File: src/rtl/spi_pkg.sv
// Shared types and constants for the burst SPI target.
// Mode encoding is {CPOL, CPHA}; the command word is always eight bits wide.
package spi_pkg;

    typedef enum logic [1:0] {
        ST_IDLE,
        ST_CMD,
        ST_WRITE,
        ST_READ
    } state_t;

    typedef logic [1:0] spi_mode_t;

    localparam int CMD_W      = 8;
    localparam int CMD_RW_BIT = 7;

    // Modes 0 and 3 capture MOSI on the rising SCK edge, modes 1 and 2 on the falling edge.
    function automatic logic samples_on_rise(input spi_mode_t m);
        return m[1] == m[0];
    endfunction

endpackage

File: src/rtl/spi_sync_edge.sv
// Two-flop synchroniser with registered rise/fall pulses for one asynchronous pin.
// Pulses appear three clocks after the pin changes; everything holds while ena is low.
module spi_sync_edge #(
    parameter logic RST_VAL = 1'b0
) (
    input  logic clk,
    input  logic rst,
    input  logic ena,
    input  logic din,
    output logic dout,
    output logic rise,
    output logic fall
);

    logic meta;
    logic sync;
    logic prev;

    always_ff @(posedge clk or posedge rst) begin
        if (rst) begin
            meta <= RST_VAL;
            sync <= RST_VAL;
            prev <= RST_VAL;
            rise <= 1'b0;
            fall <= 1'b0;
        end else if (ena) begin
            meta <= din;
            sync <= meta;
            prev <= sync;
            rise <= sync & ~prev;
            fall <= ~sync & prev;
        end
    end

    assign dout = sync;

endmodule

File: src/rtl/spi_peripheral_burst.sv
// SPI target with command byte, burst read/write, address auto-increment and abort reporting.
// Register strobes follow word completion by 2-3 clocks; the SPI host cannot be stalled.
module spi_peripheral_burst
    import spi_pkg::*;
#(
    parameter int ADDR_W = 4,
    parameter int REG_W  = 8
) (
    input  logic              clk,
    input  logic              rst,
    input  logic              ena,
    input  logic [1:0]        mode,
    input  logic              spi_cs_n,
    input  logic              spi_clk,
    input  logic              spi_mosi,
    output logic              spi_miso,
    output logic [ADDR_W-1:0] addr,
    output logic [REG_W-1:0]  wdata,
    output logic              we,
    output logic              re,
    input  logic [REG_W-1:0]  rdata,
    input  logic [7:0]        status,
    output logic              frame_err
);

    localparam int CNT_W = $clog2(REG_W + 1);

    logic cs_s, cs_rise, cs_fall;
    logic sck_s_unused, sck_rise, sck_fall;
    logic mosi_s, mosi_rise_unused, mosi_fall_unused;

    spi_sync_edge #(.RST_VAL(1'b1)) u_cs_sync (
        .clk(clk), .rst(rst), .ena(ena), .din(spi_cs_n),
        .dout(cs_s), .rise(cs_rise), .fall(cs_fall)
    );

    spi_sync_edge #(.RST_VAL(1'b0)) u_sck_sync (
        .clk(clk), .rst(rst), .ena(ena), .din(spi_clk),
        .dout(sck_s_unused), .rise(sck_rise), .fall(sck_fall)
    );

    spi_sync_edge #(.RST_VAL(1'b0)) u_mosi_sync (
        .clk(clk), .rst(rst), .ena(ena), .din(spi_mosi),
        .dout(mosi_s), .rise(mosi_rise_unused), .fall(mosi_fall_unused)
    );

    state_t           state;
    spi_mode_t        mode_q;
    logic [REG_W-1:0] tx;
    logic [REG_W-1:0] rx;
    logic [CNT_W-1:0] bit_cnt;
    logic             word_done;
    logic             rd_req;
    logic             ld_pend;
    logic             armed;
    logic [1:0]       settle;

    logic             active, smp_edge, chg_edge, sof, eof;
    logic [CNT_W-1:0] word_len;

    always_comb begin
        active   = (state != ST_IDLE) && !cs_s;
        smp_edge = active && (samples_on_rise(mode_q) ? sck_rise : sck_fall);
        chg_edge = active && (samples_on_rise(mode_q) ? sck_fall : sck_rise);
        sof      = cs_fall && armed && (state == ST_IDLE);
        eof      = cs_rise && (state != ST_IDLE);
        word_len = (state == ST_CMD) ? CNT_W'(CMD_W) : CNT_W'(REG_W);
    end

    assign spi_miso = tx[REG_W-1];

    always_ff @(posedge clk or posedge rst) begin
        if (rst) begin
            state     <= ST_IDLE;
            mode_q    <= '0;
            tx        <= '0;
            rx        <= '0;
            bit_cnt   <= '0;
            word_done <= 1'b0;
            rd_req    <= 1'b0;
            ld_pend   <= 1'b0;
            armed     <= 1'b0;
            settle    <= '0;
            addr      <= '0;
            wdata     <= '0;
            we        <= 1'b0;
            re        <= 1'b0;
            frame_err <= 1'b0;
        end else if (ena) begin
            we        <= 1'b0;
            re        <= 1'b0;
            frame_err <= 1'b0;
            word_done <= 1'b0;
            rd_req    <= 1'b0;
            ld_pend   <= re;

            // The synchronised cs_n only reflects the pin two clocks after reset; a frame
            // left open across reset must see cs_n high before a new start is accepted.
            if (settle != 2'd2) settle <= settle + 2'd1;
            else if (cs_s)      armed  <= 1'b1;

            if (we)     addr <= addr + ADDR_W'(1);
            if (rd_req) re   <= 1'b1;

            if (ld_pend)                         tx <= rdata;
            else if (chg_edge && bit_cnt != '0)  tx <= {tx[REG_W-2:0], 1'b0};

            if (smp_edge) begin
                rx <= {rx[REG_W-2:0], mosi_s};
                if (bit_cnt == word_len - CNT_W'(1)) begin
                    bit_cnt   <= '0;
                    word_done <= 1'b1;
                end else begin
                    bit_cnt <= bit_cnt + CNT_W'(1);
                end
            end

            if (word_done) begin
                case (state)
                    ST_CMD: begin
                        addr <= rx[ADDR_W-1:0];
                        if (rx[CMD_RW_BIT]) begin
                            state <= ST_WRITE;
                        end else begin
                            state <= ST_READ;
                            re    <= 1'b1;
                        end
                    end
                    ST_WRITE: begin
                        wdata <= rx;
                        we    <= 1'b1;
                    end
                    ST_READ: begin
                        addr   <= addr + ADDR_W'(1);
                        rd_req <= 1'b1;
                    end
                    default: ;
                endcase
            end

            if (sof) begin
                state   <= ST_CMD;
                mode_q  <= mode;
                tx      <= REG_W'(status) << (REG_W - CMD_W);
                bit_cnt <= '0;
            end

            // End of frame overrides any state change from a word finishing in the same cycle.
            if (eof) begin
                state   <= ST_IDLE;
                bit_cnt <= '0;
                if (bit_cnt != '0) frame_err <= 1'b1;
            end
        end
    end

endmodule
File: config.mk
export PLATFORM = sky130hd
export DESIGN_NAME = spi_peripheral_burst
export DESIGN_NICKNAME = d
export VERILOG_FILES = /design/src/rtl/spi_pkg.sv /design/src/rtl/spi_sync_edge.sv /design/src/rtl/spi_peripheral_burst.sv
export SDC_FILE = /design/constraint.sdc
export NUM_CORES = 1
export LEC_CHECK = 0
export BUFFER_PORTS_ARGS = -buffer_cell sky130_fd_sc_hd__buf_2
export CAP_MARGIN = 15
export CORE_MARGIN = 2
export CORE_UTILIZATION = 25
export DETAILED_ROUTE_END_ITERATION = 10
export GPL_ROUTABILITY_DRIVEN = 0
export PLACE_DENSITY_LB_ADDON = 0.15
export SYNTH_ARGS = -nofsm -noshare
export SYNTH_HDL_FRONTEND = slang
export SYNTH_SLANG_ARGS = --single-unit
File: constraint.sdc
create_clock -name clk -period 3.13 [get_ports clk]
set_input_delay 0.4695 -clock clk [delete_from_list [all_inputs] [get_ports clk]]
set_output_delay 0.4695 -clock clk [all_outputs]
set_load 0.02 [all_outputs]
==> results.yml, run 1 <==
status:
  status: "finished, final reports clean"
cts:
  cts.root.buffer_cell: "sky130_fd_sc_hd__clkbuf_8"
  tritoncts: "yes"
  cts_max_level: 3
  cts.clk_slew.worst_paths_ns: 0.07
  postCtsSetupBuffers: 0
  cts_inserted_buffers: 9
  cts_hold_repair.buffers: 0
  clock_sinks: 57
  post_cts.resized_instances: 0
  clkLatencyLatePin_ns: 0.34
  cts-root-to-sink-buffers: 2
place:
  numPortBuffers: 39
  placedInstanceArea_mm2: 0.003024
  placed_cells_incl_taps: 399
  hpwlAfterDp_um: 3906
floorplan:
  row_count: 37
  chipHeight_um: 107.3
  num_io_pins: 40
  placeableCoreArea_mm2: 0.01032
  die_w_um: 107.3
  die_area_mm2: 0.01150
  initial_utilization_pct: 25.82
logic_synthesis:
  ys.warnings.count: 0
  synthTopCellsByArea: "sky130_fd_sc_hd__dfrtp_1 51%, sky130_fd_sc_hd__mux2_2 11%, sky130_fd_sc_hd__mux2i_1 6.4%"
  ys_seq_area_share_pct: 53.66
  yosys.area.top_type: "sky130_fd_sc_hd__dfrtp_1"
  yosys_register_bits: 57
  yosys.cell_types.count: 45
  synth-async-reset-ratio_pct: 100.0
  synthesis.area_per_instance_um2: 11.59
  mappedNetlistArea_mm2: 0.002665
  synth_fp_nets: 258
  synth_edf_count: 0
  synth-main-ff-cell: "sky130_fd_sc_hd__dfrtp_1"
  synth_top_cell_area_share_pct: 50.70
  synthCells: 230
cells_and_area:
  fin_area_mm2: 0.003253
  finalCoreUtilization_pct: 31.51
  most_used_cells_in_the_layout_excluding_fill_and_tap_cells: "54 x sky130_fd_sc_hd__dfrtp_1, 39 x sky130_fd_sc_hd__buf_2, 27 x sky130_fd_sc_hd__mux2_2"
  layout.cells.most_common: "sky130_fd_sc_hd__dfrtp_1"
  area_growth_pct: 22.07
  filler_free_cell_count_of_the_finished_design: 415
  nNetsFinal: 302
  layout-drive-gt1-share_pct: 34.41
  diodes: 0
setup_path:
  worstPathBufferInverterCount: 0
  required_ns: 3.35
  timing.critical_path.arrival_ns: 2.24
  worstSetupPathType: "flip-flop to flip-flop"
  critPathCaptureType: "flip-flop"
  critPathMaxFanout: 7
  timing.critical_path.cells: "xor2_2 -> mux2i_1 -> or2_1 -> mux2_2"
  worst_path_max_delay_cell: "sky130_fd_sc_hd__mux2i_1"
  setup.worst_path.start_class: "flip-flop"
  crit_family: "multiplexers"
  largest_incremental_delay_on_the_critical_path_ns: 0.51
detailed_routing:
  postRouteAntennaNets: 0
  dr.first_iter.drc_count: 69
  avgRoutedWirePerCell_um: 13.65
  routed_wirelength_um: 5666
  drc: 0
  dr_total_vias: 1830
  routed_via_density: 4.410
  drt_pre_antenna_iters: 4
sta:
  fmaxAchievable_mhz: 495.9
  fin_setup_tns_ns: 0
  final-max-slew-violation-count: 0
  fin_worst_skew_ns: 0.009997
  timing.final.setup_violations: 0
  max_slew_margin_pct: 60.69
  rsz_0062_raised_after_global_routing: "no"
  fin_crit_ns: 2.016
  max_slew.worst_pin.slew_ns: 0.5866
  fin_hold_viols: 0
  final_min_period_over_clock_period_pct: 64.42
grt:
  groute.usage.overall_pct: 10.77
  initial_antenna_violation_count: 0
  first_global_vias: 1872
  grt_pass1_wl_um: 9473
  grt_max_degree: 32
  grt_remaining_overflow: 0
hold_path:
  hp-class: "input pin to async pin"
power:
  power.density_mw_per_mm2: 678.8
  leakagePower_nw: 1.511
  design_power_total_w: 0.002208
  vdd_drop_max_uv: 222.6
job:
  maxCapViolCount: 0
sequential cells by signal, indices dropped and copies added (netlist names), 2 cells and up:
signal / count
wdata: 8
rx: 8
addr: 4
state: 2
bit_cnt: 4
tx: 8
mode_q: 2
settle: 2
synthesized netlist by cell type (4+ instances only):
master                     n
sky130_fd_sc_hd__o22ai_1   4
sky130_fd_sc_hd__mux2_2   27
sky130_fd_sc_hd__nor2_1   15
sky130_fd_sc_hd__buf_2     5
sky130_fd_sc_hd__dfrtp_1  54
sky130_fd_sc_hd__o21ai_0  10
sky130_fd_sc_hd__inv_1    17
sky130_fd_sc_hd__nand2_1  15
sky130_fd_sc_hd__a21oi_1  13
sky130_fd_sc_hd__mux2i_1  17
sky130_fd_sc_hd__ha_1      4
metal layers:
metal,vias up,track usage (%),part of all wire [%]
met2,36,15.82,44
met1,884,14.47,50
met3,10,2.724,4.0
met5,-,0,0
met4,0,5.844,1.8
li1,900,-,-
power breakdown:
part           leakage (nW)  switching (W)  total (W)  internal [W]
Combinational         0.668       0.000226   0.000442      0.000216
Clock                 0.115       0.000305   0.000794      0.000489
Sequential            0.728       0.000107   0.000972      0.000865
Total                  1.51       0.000638    0.00221       0.00157
layout make-up:
type                            instances  area, µm²
Multi-Input combinational cell        145       1131
Fill cell                            1062       7071
Inverter                               18      67.56
Tap cell                              136      170.2
Clock buffer                           11      151.4
Clock inverter                          5      77.57
Sequential cell                        57       1430
Timing Repair Buffer                   43      225.2
stage by stage:
stage / worst slack, ns / hold WS (ns)
final: 1.114 / 0.06563
after global routing: 0.9413 / 0.08064
after CTS: 1.077 / 0.06017
after detailed placement: 1.082 / 0.4322
after global placement: 1.105 / 0.4326
after floorplan: 1.266 / 0.4336
cell families after synthesis:
| group | count (synthesis) | share of synthesized area, % |
|---|---|---|
| XOR/XNOR | 2 | 0.9392 |
| AND/OR/NAND/NOR | 49 | 9.109 |
| adder cells (fa/ha/maj) | 4 | 1.878 |
| multiplexers | 45 | 18.36 |
| AO/OA/AOI/OAI | 45 | 11.60 |
| flip-flops | 57 | 53.66 |
| buffers and inverters | 28 | 4.460 |
path summary, 6_finish.rpt:
check                           startpoint              end  slack, ns  cells past startpoint
hold reg to reg            u_sck_sync.prev  u_sck_sync.rise       0.46                      1
min in group clk                   mode[1]        mode_q[1]       0.36                      2
hold / removal                         rst         wdata[5]       0.07                      2
setup reg to reg                 mode_q[0]            rx[4]       1.11                      4
setup / recovery                 mode_q[0]            rx[4]       1.11                      4
max in group asynchronous              rst   u_cs_sync.prev       2.35                      3
(Power assumes the default switching activity.)
==> run 2, diff against run 1 <==
clock period = 1.85 ns   (was 3.13 ns; I/O delays follow)
==> results.yml, run 2 (synthesized netlist as in run 1, its figures left out) <==
status:
  status: "finished, final reports clean"
cts:
  cts_inserted_buffers: 9
  cts.clk_slew.worst_paths_ns: 0.06
  cts_max_level: 3
  clkLatencyLatePin_ns: 0.34
  tritoncts: "yes"
  cts-root-to-sink-buffers: 2
  postCtsSetupBuffers: 0
  cts.root.buffer_cell: "sky130_fd_sc_hd__clkbuf_8"
  clock_sinks: 57
power:
  cellInternalPower_w: 0.002807
  total_switching_power_w: 0.001069
  design_power_total_w: 0.003876
  power.density_mw_per_mm2: 1154
  power.combinational.fraction_pct: 21.3
  power_share_of_the_sequential_group_pct: 42.1
  power_switching_share_pct: 27.57
  clkPwrFrac_pct: 36.6
  vdd_drop_max_uv: 380.9
  leakagePower_nw: 1.568
cells_and_area:
  fill_cells: 1068
  most_used_cells_in_the_layout_excluding_fill_and_tap_cells: "54 x sky130_fd_sc_hd__dfrtp_1, 39 x sky130_fd_sc_hd__buf_2, 27 x sky130_fd_sc_hd__mux2_2"
  nNetsFinal: 312
  reg.largest.list: "rx: 8 flops, tx: 8 flops, wdata: 8 flops"
  area_growth_pct: 26.01
  finalCoreUtilization_pct: 32.53
  fin_area_mm2: 0.003358
  layout.cells.most_common: "sky130_fd_sc_hd__dfrtp_1"
  diodes: 0
  layout-drive-gt1-share_pct: 35.99
place:
  hpwlAfterDp_um: 3941
  placedInstanceArea_mm2: 0.003104
  numPortBuffers: 39
hold_path:
  hp-class: "input pin to flip-flop"
  worstHoldPathCells: 2
grt:
  grt_remaining_overflow: 0
  grt_pass1_wl_um: 9784
  groute.usage.overall_pct: 11.25
  first_global_vias: 1894
  grt_max_degree: 58
  initial_antenna_violation_count: 0
floorplan:
  num_io_pins: 40
  placeableCoreArea_mm2: 0.01032
  die_area_mm2: 0.01150
  row_count: 37
  die_w_um: 107.3
  initial_utilization_pct: 25.82
  chipHeight_um: 107.3
setup_path:
  critPathMaxFanout: 8
  ff2ff_path_depth: 4
  timing.critical_path.arrival_ns: 1.94
  setup.worst_path.start_class: "flip-flop"
  required_ns: 2.07
  worstSetupPathType: "flip-flop to flip-flop"
  critPathCaptureType: "flip-flop"
sta:
  fin_setup_tns_ns: 0
  final_min_period_over_clock_period_pct: 92.78
  timing.final.setup_violations: 0
  max_slew_margin_pct: 73.27
  max_slew.worst_pin.slew_ns: 0.3968
  fmaxAchievable_mhz: 582.6
  final-max-slew-violation-count: 0
  fin_hold_viols: 0
  fin_crit_ns: 1.717
  fin_worst_skew_ns: 0.009763
  rsz_0062_raised_after_global_routing: "no"
detailed_routing:
  dr_total_vias: 1828
  routed_via_density: 4.301
  postRouteAntennaNets: 0
  routed_wirelength_um: 5619
  drt_pre_antenna_iters: 4
  avgRoutedWirePerCell_um: 13.22
  dr.first_iter.drc_count: 64
  drc: 0
job:
  maxCapViolCount: 0
## run 2: changes by cell type in the layout (fill, tap and decap cells not counted)
cell                            change
sky130_fd_sc_hd__bufinv_16          +1
sky130_fd_sc_hd__clkbuf_1           +1
sky130_fd_sc_hd__dlygate4sd3_1      +1
sky130_fd_sc_hd__clkbuf_8           -1
sky130_fd_sc_hd__buf_12             +1
sky130_fd_sc_hd__buf_4              +8
sky130_fd_sc_hd__clkinv_2           -1
## run 2: final cells by class
class	count	area, µm²	share of cell area (%)
flip-flops and latches	57	1430	42.59
multi-input cells	145	1131	33.68
repair buffers	53	315.3	9.389
well taps	136	170.2	5.067
clock buffers	11	141.4	4.210
clock inverters	5	102.6	3.055
inverters	18	67.56	2.012
## run 2: metrics by stage
step | hold slack [ns] | cells | worst slack [ns]
2_1_floorplan | 0.4280 | 230 | 0.1649
3_3_place_gp | 0.3661 | 408 | 0.1412
3_5_place_dp | 0.3667 | 408 | 0.1127
4_1_cts | 0.1473 | 425 | 0.1058
5_1_grt | 0.1450 | 425 | 0.02758
6_report | 0.1742 | 425 | 0.1335
## run 2: timing repair
item	4_1_cts	5_1_grt
gates resized for setup	0	0
setup endpoints to repair	0	0
hold endpoints to repair	30	0
hold buffers	1	0
## run 2: critical path: stages, from the launching register on
cell and delay (ns):
sky130_fd_sc_hd__dfstp_2 0.55, sky130_fd_sc_hd__and2b_1 0.22, sky130_fd_sc_hd__o21ai_4 0.13, sky130_fd_sc_hd__or2_1 0.32, sky130_fd_sc_hd__mux2_2 0.37
## run 2: power by group through the flow
stage	combinational (W)	sequential, W	clock (W)
3_5_place_dp	0.000837	0.00166	0
2_1_floorplan	0.000605	0.00162	0
6_report	0.000827	0.00163	0.00142
3_3_place_gp	0.000824	0.00165	0
5_1_grt	0.000961	0.00166	0.00155
4_1_cts	0.000845	0.00163	0.00148
## run 2: layer usage
layer | vias to the layer above | GRT usage, % | part of all wire, %
li1 | 917 | - | -
met1 | 867 | 15.36 | 51
met2 | 36 | 16.05 | 43
met3 | 8 | 4.540 | 4.5
met4 | 0 | 3.896 | 1.4
met5 | - | 0 | 0
## run 2: worst paths after layout
| check | start | slack, ns | end |
|---|---|---|---|
| worst max-delay path | u_cs_sync.dout | 0.13 | rx[1] |
| worst min register to register | u_sck_sync.prev | 0.46 | u_sck_sync.rise |
| worst max register to register | u_cs_sync.dout | 0.13 | rx[1] |
| min in group asynchronous | rst | 0.54 | wdata[5] |
| max in group asynchronous | rst | 1.00 | u_cs_sync.prev |
| worst min-delay path | spi_mosi | 0.17 | u_mosi_sync.meta |
==> run 3, diff against run 2 <==
==> constraint.sdc (replaced) <==
create_clock -name clk -period 1.85 [get_ports clk]
set_input_delay 0.0925 -clock clk [delete_from_list [all_inputs] [get_ports clk]]
set_output_delay 0.0925 -clock clk [all_outputs]
set_load 0.02 [all_outputs]
==> results.yml, run 3 (synthesized netlist as in run 1, its figures left out) <==
sta:
  timing.final.setup_violations: 0
  fin_crit_ns: 1.676
  final-max-slew-violation-count: 0
  rsz_0062_raised_after_global_routing: "no"
  fin_setup_tns_ns: 0
  max_slew_margin_pct: 65.23
  finalWorstSetupSlack_ns: 0.1739
  fin_worst_skew_ns: 0.004654
  fin_hold_viols: 0
  final_min_period_over_clock_period_pct: 90.60
  fmaxAchievable_mhz: 596.6
  max_slew.worst_pin.slew_ns: 0.5204
setup_path:
  ff2ff_path_depth: 6
  setup.worst_path.start_class: "flip-flop"
  critPathMaxFanout: 7
  timing.critical_path.arrival_ns: 1.89
  critPathCaptureType: "flip-flop"
  worstSetupPathType: "flip-flop to flip-flop"
  required_ns: 2.06
cells_and_area:
  fin_area_mm2: 0.003359
  area_growth_pct: 26.06
  layout-drive-gt1-share_pct: 34.93
  ff_latch_area_mm2: 0.001430
  diodes: 0
  most_used_cells_in_the_layout_excluding_fill_and_tap_cells: "54 x sky130_fd_sc_hd__dfrtp_1, 39 x sky130_fd_sc_hd__buf_2, 27 x sky130_fd_sc_hd__mux2_2"
  multi_input_gate_area_mm2: 0.001134
  layout.cells.most_common: "sky130_fd_sc_hd__dfrtp_1"
  reg.largest.list: "rx: 8 flops, tx: 8 flops, wdata: 8 flops"
  nNetsFinal: 315
  fill_cells: 1067
power:
  power.combinational.fraction_pct: 22.9
  total_switching_power_w: 0.001047
  cellInternalPower_w: 0.002610
  power_share_of_the_sequential_group_pct: 44.3
  design_power_total_w: 0.003657
  power.density_mw_per_mm2: 1089
  vdd_drop_max_uv: 516.1
  power_switching_share_pct: 28.64
  leakagePower_nw: 1.566
  clkPwrFrac_pct: 32.9
detailed_routing:
  postRouteAntennaNets: 0
  routed_wirelength_um: 5720
  routed_via_density: 4.355
  dr.first_iter.drc_count: 55
  drt_pre_antenna_iters: 4
  drc: 0
  dr_total_vias: 1864
  avgRoutedWirePerCell_um: 13.36
floorplan:
  die_area_mm2: 0.01150
  die_w_um: 107.3
  row_count: 37
  placeableCoreArea_mm2: 0.01032
  chipHeight_um: 107.3
  initial_utilization_pct: 25.82
  num_io_pins: 40
status:
  status: "finished, final reports clean"
hold_path:
  hp-class: "input pin to flip-flop"
  worstHoldPathCells: 3
place:
  numPortBuffers: 39
  placedInstanceArea_mm2: 0.003089
  dp_slack_ns: 0.07729
  hpwlAfterDp_um: 4110
grt:
  grt_max_degree: 40
  grt_remaining_overflow: 0
  initial_antenna_violation_count: 0
  groute.usage.overall_pct: 11.21
  grt_pass1_wl_um: 9887
  first_global_vias: 1963
cts:
  clkLatencyLatePin_ns: 0.33
  cts.clk_slew.worst_paths_ns: 0.06
  clock_sinks: 57
  postCtsSetupBuffers: 0
  tritoncts: "yes"
  cts_inserted_buffers: 9
  cts_max_level: 3
  cts-root-to-sink-buffers: 2
  cts.root.buffer_cell: "sky130_fd_sc_hd__clkbuf_8"
job:
  maxCapViolCount: 0
==> run 3: cell type report <==
| type | count | share of cell area [%] |
|---|---|---|
| sequential | 57 | 42.57 |
| multi-input combinational | 145 | 33.74 |
| timing repair buffer | 56 | 10.43 |
| clock buffer | 14 | 5.140 |
| tap | 136 | 5.065 |
| inverter | 18 | 2.011 |
| clock inverter | 2 | 1.043 |
==> run 3: path summary, 6_finish.rpt <==
path	to	startpoint	slack, ns
max	tx[2]	bit_cnt[0]	0.17
min	tx[5]	status[5]	0.06
max reg2reg	tx[2]	bit_cnt[0]	0.17
min reg2reg	u_sck_sync.rise	u_sck_sync.prev	0.45
max in group asynchronous	u_cs_sync.dout	rst	0.91
min in group asynchronous	tx[1]	rst	0.32
==> run 3: stage by stage <==
step                      std cells  utilization, %  hold slack [ns]
after floorplan                 230               -           0.2430
after global placement          406           29.92           0.1359
after detailed placement        406           29.92           0.1402
after CTS                       427           32.42         0.003159
after global routing            428           32.54          0.04443
final                           428           32.54          0.05568
==> run 3: repair_timing <==
item	4_1_cts	5_1_grt
resized for setup	0	1
hold buffers	5	1
setup endpoints to repair	0	3
hold endpoints to repair	22	1
==> run 3: per-layer routing <==
metal	vias to the layer above	track usage [%]	wire length [µm]
met2	34	16.59	2542
met5	-	0	0
met4	0	3.061	71
li1	928	-	-
met3	5	4.782	309
met1	897	14.98	2797
==> run 3: worst max-delay path, stage by stage (launching register included) <==
cell and delay, ns:
sky130_fd_sc_hd__dfrtp_1 0.42, sky130_fd_sc_hd__inv_1 0.07, sky130_fd_sc_hd__ha_1 0.16, sky130_fd_sc_hd__nor3b_1 0.46, sky130_fd_sc_hd__o31ai_4 0.13, sky130_fd_sc_hd__buf_4 0.20, sky130_fd_sc_hd__mux2i_1 0.12
==> run 3: power groups by stage <==
stage               logic, W  registers (W)  clock network [W]
floorplan           0.000605        0.00162                  0
CTS                 0.000853        0.00162            0.00125
global route        0.000970        0.00165            0.00132
global placement    0.000824        0.00165                  0
finish              0.000836        0.00162            0.00120
detailed placement  0.000841        0.00165                  0
